## src/rtl/controller.sv

```systemverilog
// Game controller FSM for the memory/sequence game datapath.
//
// Sequences the datapath through setup, FPGA sequence playback, player entry,
// result checking, an inter-round gap and the result screen. All outputs are
// a Moore decode of the registered state (plus the gap counter in NEXT).
//
// Ports:
//   CLOCK_50  - system clock, rising-edge active
//   reset     - synchronous active-high reset
//   ENTER     - synchronized player confirm button (level)
//   end_FPGA  - datapath: FPGA sequence playback finished
//   end_User  - datapath: player finished entering the sequence
//   end_time  - datapath: player entry timer expired
//   win       - datapath: final round completed
//   match     - datapath: player sequence matches
//   R1, R2    - game reset, round reset
//   E1..E4    - setup, play/timer, FPGA-sequence, round-increment enables
//   SEL       - display select (1 = result screen)
//   state     - current state code
module controller #(
    parameter int unsigned GAP_CYCLES = 4
) (
    input  logic       CLOCK_50,
    input  logic       reset,
    input  logic       ENTER,
    input  logic       end_FPGA,
    input  logic       end_User,
    input  logic       end_time,
    input  logic       win,
    input  logic       match,
    output logic       R1,
    output logic       R2,
    output logic       E1,
    output logic       E2,
    output logic       E3,
    output logic       E4,
    output logic       SEL,
    output logic [2:0] state
);

    typedef enum logic [2:0] {
        StInit     = 3'd0,
        StSetup    = 3'd1,
        StSequence = 3'd2,
        StPlay     = 3'd3,
        StCheck    = 3'd4,
        StNext     = 3'd5,
        StResult   = 3'd6
    } state_e;

    localparam logic [3:0] GapLast = 4'(GAP_CYCLES - 1);

    state_e     state_q, state_d;
    logic [3:0] gap_q, gap_d;
    logic       enter_prev_q;
    logic       enter_edge;

    // Prev resets to 1 so a button held through reset cannot fire an edge.
    assign enter_edge = ENTER & ~enter_prev_q;

    always_ff @(posedge CLOCK_50) begin
        if (reset) begin
            state_q      <= StInit;
            gap_q        <= 4'd0;
            enter_prev_q <= 1'b1;
        end else begin
            state_q      <= state_d;
            gap_q        <= gap_d;
            enter_prev_q <= ENTER;
        end
    end

    // Next-state logic
    always_comb begin
        state_d = state_q;
        case (state_q)
            StInit:     state_d = StSetup;
            StSetup:    if (enter_edge) state_d = StSequence;
            StSequence: if (end_FPGA) state_d = StPlay;
            StPlay: begin
                // end_User has priority over a simultaneous timeout
                if (end_User)      state_d = StCheck;
                else if (end_time) state_d = StResult;
            end
            StCheck:    state_d = (match && !win) ? StNext : StResult;
            StNext:     if (gap_q == GapLast) state_d = StSequence;
            StResult:   if (enter_edge) state_d = StInit;
            default:    state_d = StInit;
        endcase
    end

    // Gap counter is zero on NEXT entry and counts cycles spent in NEXT.
    always_comb begin
        gap_d = 4'd0;
        if (state_q == StNext && state_d == StNext) begin
            gap_d = gap_q + 4'd1;
        end
    end

    // Moore output decode
    always_comb begin
        R1    = 1'b0;
        R2    = 1'b0;
        E1    = 1'b0;
        E2    = 1'b0;
        E3    = 1'b0;
        E4    = 1'b0;
        SEL   = 1'b0;
        state = state_q;
        case (state_q)
            StInit: begin
                R1 = 1'b1;
                R2 = 1'b1;
            end
            StSetup:    E1 = 1'b1;
            StSequence: E3 = 1'b1;
            StPlay:     E2 = 1'b1;
            StNext: begin
                R2 = 1'b1;
                E4 = (gap_q == 4'd0);
            end
            StResult:   SEL = 1'b1;
            default:    ;
        endcase
    end

endmodule

```

## config.mk

```make
export PLATFORM = sky130hd
export DESIGN_NAME = controller
export DESIGN_NICKNAME = d
export VERILOG_FILES = /design/src/rtl/controller.sv
export SDC_FILE = /design/constraint.sdc
export NUM_CORES = 1
export LEC_CHECK = 0
export ABC_AREA = 1
export CAP_MARGIN = 20
export CORE_AREA = 5 5 42 44
export CTS_CLUSTER_DIAMETER = 40
export CTS_CLUSTER_SIZE = 30
export DETAILED_ROUTE_END_ITERATION = 10
export DIE_AREA = 0 0 47 49
export GPL_TIMING_DRIVEN = 1
export MAX_ROUTING_LAYER = met4
export PLACE_DENSITY = 0.68
export SYNTH_ARGS = -nofsm -noshare
export SYNTH_HDL_FRONTEND = slang
export SYNTH_SLANG_ARGS = --single-unit
```

## constraint.sdc

```tcl
create_clock -name CLOCK_50 -period 2.4 [get_ports CLOCK_50]
set_input_delay 0.48 -clock CLOCK_50 [delete_from_list [all_inputs] [get_ports CLOCK_50]]
set_output_delay 0.48 -clock CLOCK_50 [all_outputs]
set_load 0.02 [all_outputs]
```

==> results of run 1 <==
-- power by group through the flow --
stage / clock network (mW) / logic [mW] / registers (mW)
6_report: 0.103 / 0.0802 / 0.144
2_1_floorplan: 0 / 0.0362 / 0.150
5_1_grt: 0.116 / 0.0885 / 0.145
4_1_cts: 0.110 / 0.0816 / 0.144
3_3_place_gp: 0 / 0.0811 / 0.147
3_5_place_dp: 0 / 0.0814 / 0.147
-- Yosys cell counts --
master    n
nor2_1   21
o21ai_0   2
ha_1      2
inv_2     3
nand2_1  13
inv_1    14
a21oi_2   2
nand2_2   1
dfxtp_1   8
or2_2     1
nand3_2   1
nand4_1   1
xor2_1    1
nand3_1   8
nor3_1    2
-- flip-flops by register name (all words and copies together) (netlist names) --
register      count
state             3
gap_q             4
enter_prev_q      1
-- worst max-delay path by stage --
stage / start / endpoint / slack, ns / cells after the start
2_1_floorplan: state[1] / E3 / 0.80 / 2
3_3_place_gp: state[1] / E3 / 0.58 / 3
3_5_place_dp: state[1] / E3 / 0.56 / 3
4_1_cts: state[1] / E3 / 0.28 / 3
5_1_grt: state[1] / R2 / 0.15 / 4
6_report: state[1] / R2 / 0.29 / 4
-- logic make-up after synthesis --
kind of cell | share of synthesized area
AO/OA/AOI/OAI | 0.0560
buffers and inverters | 0.130
XOR/XNOR | 0.0178
AND/OR/NAND/NOR | 0.420
flip-flops | 0.326
adder cells (fa/ha/maj) | 0.0509
-- layer usage --
metal	vias up	wire, um	share of wire	GRT usage
met4	0	29	0.027	0.0783
met2	16	517	0.48	0.156
met5	-	0	0	-
met3	3	118	0.11	0.0295
li1	284	-	-	-
met1	232	420	0.39	0.131
-- area by class of cell --
type	instances	area, um^2	share of cell area
repair buffers	17	170	0.242
well taps	16	20.0	0.0284
multi-input cells	55	268	0.380
clock buffers	3	22.5	0.0320
flip-flops and latches	8	160	0.227
inverters	17	63.8	0.0906
-- critical path: cells and delay by family (launching register included) --
kind | cells | cell delay (ns)
buffers and inverters | 1 | 0.59
and+or+nand+nor | 3 | 0.40
DFF | 1 | 0.37
-- per-stage QoR --
step	hold slack, ns	setup slack, ns	total power, mW	cells
after detailed placement	0.457	0.558	0.228	113
final	0.462	0.293	0.327	116
after floorplan	0.430	0.797	0.186	80
after global placement	0.444	0.575	0.228	113
after global routing	0.502	0.147	0.350	116
after CTS	0.469	0.275	0.335	116
==> impl_results.md, run 1 <==
- Power Density: 464 nW/um^2
- Total CTS buffers: 3
- WS Path Type: reg2out
- Clock Latency Late Sink: 0.25 ns
- Vias in the first global route: 462
- Drt wl/cell: 9.35 um
- Ranking of synthesized cells by area: dfxtp_1 (33%), nor2_1 (16%), inv_1 (11%)
- FILL cells: 154
- GRT overflow: 0
- Slowest CP cell: clkdlybuf4s50_1
- Clock slew at reported path FFs: 0.05 ns
- # DRC: 0
- Row count: 14
- Critical Path RT: 1.92 ns
- Vias/cell: 4.61
- First-pass GRT wire length: 1.84 mm
- Most frequent cells in the layout: nor2_1 (21), clkdlybuf4s50_1 (17), inv_1 (14)
- H-tree level count: 1
- Largest net degree at the start of global routing: 9
- Fraction of layout cells with a size suffix above 1: 0.110
- CTS Hold Bufs: 0
- CP most frequent cell: nand2_1
- Placed cell areas: 682 um^2
- Reg2Reg Setup Slack: 1.29 ns
- # clock sinks: 8
- Final instance area: 704 um^2
- Worst r2r src: gap_q[0]
- Root buffer cell: clkbuf_4
- Post-CTS sizing: 0
- Seq cells post-synth: 8
- GRT Resource Usage Total: 0.111
- RSZ-0062 raised after global routing: false
- Core box area: 1400 um^2
- Comb pwr share: 0.245
- Worst Hold End: gap_q[0]
- Gpl congestion: 0.827
- Startpoint types: flop
- Worst-Margin Slew: 0.266 ns
- Net count after synthesis: 90
- Setup crit end kind: primary output
- Fin Setup TNS: 0 ns
- Top cell type by total area after synthesis: dfxtp_1
- Die X: 47 um
- Min-delay src: gap_q[0]
- Buffer depth of the longest clock path: 2
- Syn Std Cell Area: 492 um^2
- Worst Hold Depth: 1
- Initial antenna violation count: 0
- Initial Util: 0.351
- Worst reg-to-reg path cell count: 6
- Post-layout util: 0.503
- Clock power share: 0.314
- P_int: 0.233 mW
- Routed Antenna Nets: 0
- Maximum clock rate: 475 MHz
- Die Y: 49 um
- Full die area: 2300 um^2
- MaxCap Viol Count: 0
- Switching pwr: 0.0938 mW
- Peak VDD IR: 0.298 mV
- Worst-path fanout max: 8
- Area grow syn2layout: 43.3%
- Most common cell after layout, fill and taps aside: nor2_1
- CTS tree: built
- Ys Warns: 0
- Final Slew Violations: 0
- Leakage power: 0.333 nW
- Synth Area per Inst: 6.15 um^2
- Tmin final: 2.11 ns
- I/O pin count: 18
- Vias: 535
- Sequential share of power: 0.441
- Final setup viols: 0
- Rel. slew slack: 0.823
- Cell count after synthesis: 80
- Drt first pass iters: 1
- Worst Hold Class: reg2reg
- Fin. Hold Viols: 0
- Buffers on Ports: 17
- Clock skew: 0.00236 ns
- Synth cell types: 15
- Final WL: 1.09 mm
- Period utilization: 0.878
- Top cell type's share of synthesized area: 0.326
- Max stage delay on crit path: 0.59 ns
- Final HPWL DP: 939 um
- Worst EP arrival: 1.63 ns
- Postcts setup bufs: 0
- Reg2reg end: state[0]
- Run status: complete, no violations
- Crit path cell chain: nor2_1 -> nand2_1 -> nand2_1 -> clkdlybuf4s50_1
- Switching Share: 0.287
- Final net count: 112
- Sequential area share after synthesis: 0.326
- Initial DRC count: 0
- # diodes: 0
Power figures use the tool's default switching activity.
==> run 2, diff against run 1 <==
CORE_AREA = not set   (was 5 5 42 44)
CORE_MARGIN = 5   (was not set)
CORE_UTILIZATION = 37   (was not set)
DIE_AREA = not set   (was 0 0 47 49)
PLACE_DENSITY = 0.71   (was 0.68)
clock period = 1.8 ns   (was 2.4 ns; I/O delays follow)
==> run 2 against run 1 <==
Clock power is 29% higher. Worst setup slack worse by 0.13 ns. Utilization is 5.8 points higher. Cell area is 2.3% higher. Critical path depth is 3 lower. Via count is 0.56% higher. Sequential power is 35% higher. Global-route usage is 2.5 points higher. Register-to-register slack worse by 0.59 ns. Power is 32% higher. Combinational power is 30% higher. Largest cell class unchanged.
==> impl_results.md, run 2 (same netlist as run 1, synthesis figures left out) <==
- Run status: complete, no violations
- Buf/Inv on CP: 1
- I/O pin count: 18
- Drt wl/cell: 9.71 um
- Wire length on met2: 527 um
- GRT Resource Usage Total: 0.136
- Initial DRC count: 12
- Worst Hold Class: reg2reg
- Rel. slew slack: 0.844
- Startpoint types: flop
- Full die area: 2160 um^2
- Metal-1 WL: 438 um
- Met3 Wirelength: 138 um
- Clock slew at reported path FFs: 0.05 ns
- Initial Util: 0.383
- Gpl congestion: 0.858
- Most common cell after layout, fill and taps aside: nor2_1
- Peak VDD IR: 0.383 mV
- Worst-path fanout max: 8
- Routed Antenna Nets: 0
- FILL cells: 147
- Tmin final: 1.64 ns
- Die X: 46.5 um
- MaxCap Viol Count: 0
- # clock sinks: 8
- Maximum clock rate: 609 MHz
- # diodes: 0
- Final setup viols: 0
- First-pass GRT wire length: 2.01 mm
- WS Path Type: reg2out
- Reg2Reg Setup Slack: 0.70 ns
- Vias: 538
- Reg2reg end: gap_q[2]
- RSZ-0062 raised after global routing: false
- Most frequent cells in the layout: nor2_1 (21), inv_1 (14), nand2_1 (13)
- Final instance area: 721 um^2
- Number of flip-flops in the largest register: 4
- Worst r2r src: gap_q[0]
- Largest net degree at the start of global routing: 9
- Final HPWL DP: 983 um
- Fraction of layout cells with a size suffix above 1: 0.165
- Worst Hold End: gap_q[0]
- DR top layer: met4
- Fin Hold WS: 0.457 ns
- Root buffer cell: clkbuf_4
- Final net count: 115
- Max stage delay on crit path: 0.63 ns
- Drt first pass iters: 4
- Worst reg-to-reg path cell count: 4
- Postcts setup bufs: 0
- Clock Latency Late Sink: 0.25 ns
- H-tree level count: 1
- Row count: 13
- Critical Path RT: 1.44 ns
- Clock skew: 0.000218 ns
- Area grow syn2layout: 46.6%
- Buffer depth of the longest clock path: 2
- Period utilization: 0.912
- Leakage power: 0.370 nW
- Min-delay src: gap_q[0]
- Fin. Hold Viols: 0
- Worst EP arrival: 1.28 ns
- Final WL: 1.15 mm
- Post-CTS sizing: 10
- CTS tree: built
- Crit path cell chain: clkdlybuf4s50_1
- Setup crit end kind: primary output
- Top reg by flops: gap_q
- Vias/cell: 4.56
- GRT overflow: 0
- # DRC: 0
- Buffers on Ports: 17
- Power Density: 598 nW/um^2
- Final Slew Violations: 0
- Worst Hold Depth: 1
- Worst-Margin Slew: 0.232 ns
- Initial antenna violation count: 0
- Fin Setup TNS: 0 ns
- CTS Hold Bufs: 0
- Vias in the first global route: 518
- Die Y: 46.5 um
- Core box area: 1280 um^2
- Slowest CP cell: clkdlybuf4s50_1
- Gate family responsible for the most delay along the worst path: buffers and inverters
- Placed cell areas: 703 um^2
- Total CTS buffers: 3
## run 2: cell count changes in the layout (fill, tap and decap cells not counted), sizes merged
cell | previous run | this run
clkdlybuf4s50 | 17 | 10
dlygate4sd2 | 0 | 7
buf | 0 | 3
## run 2: final cells by class
class	instances	area (um^2)	share of cell area
Inverter	17	63.8	0.0885
Sequential cell	8	164	0.227
Timing Repair Buffer	20	184	0.255
Multi-Input combinational cell	55	268	0.372
Tap cell	15	18.8	0.0260
Clock buffer	3	22.5	0.0313
## run 2: worst max-delay path by stage
stage	start	end	slack, ns	cells past startpoint
detailed placement	state[1]	E3	0.05	3
floorplan	state[1]	E3	0.32	2
finish	state[2]	state[2]	0.16	1
CTS	state[0]	state[0]	0.14	1
global placement	state[1]	E3	0.08	3
global route	state[1]	R2	0.04	4
## run 2: where the power goes
part / internal (mW) / switching (mW) / leakage [nW]
Combinational: 0.0477 / 0.0564 / 0.290
Sequential: 0.184 / 0.00970 / 0.0663
Clock: 0.0760 / 0.0573 / 0.0138
## run 2: per-stage QoR
| stage | utilization | setup WS, ns | total power, mW | std cells |
|---|---|---|---|---|
| finish | 0.561 | 0.159 | 0.431 | 118 |
| global route | 0.561 | 0.0377 | 0.462 | 118 |
| CTS | 0.561 | 0.139 | 0.443 | 118 |
| detailed placement | 0.547 | 0.0526 | 0.311 | 115 |
| global placement | 0.547 | 0.0807 | 0.310 | 115 |
| floorplan | - | 0.317 | 0.248 | 80 |
## run 2: layer usage
| metal | track usage | vias up |
|---|---|---|
| met2 | 0.223 | 20 |
| li1 | - | 293 |
| met4 | 0.0909 | 0 |
| met3 | 0.0273 | 4 |
| met1 | 0.146 | 221 |
| met5 | - | - |
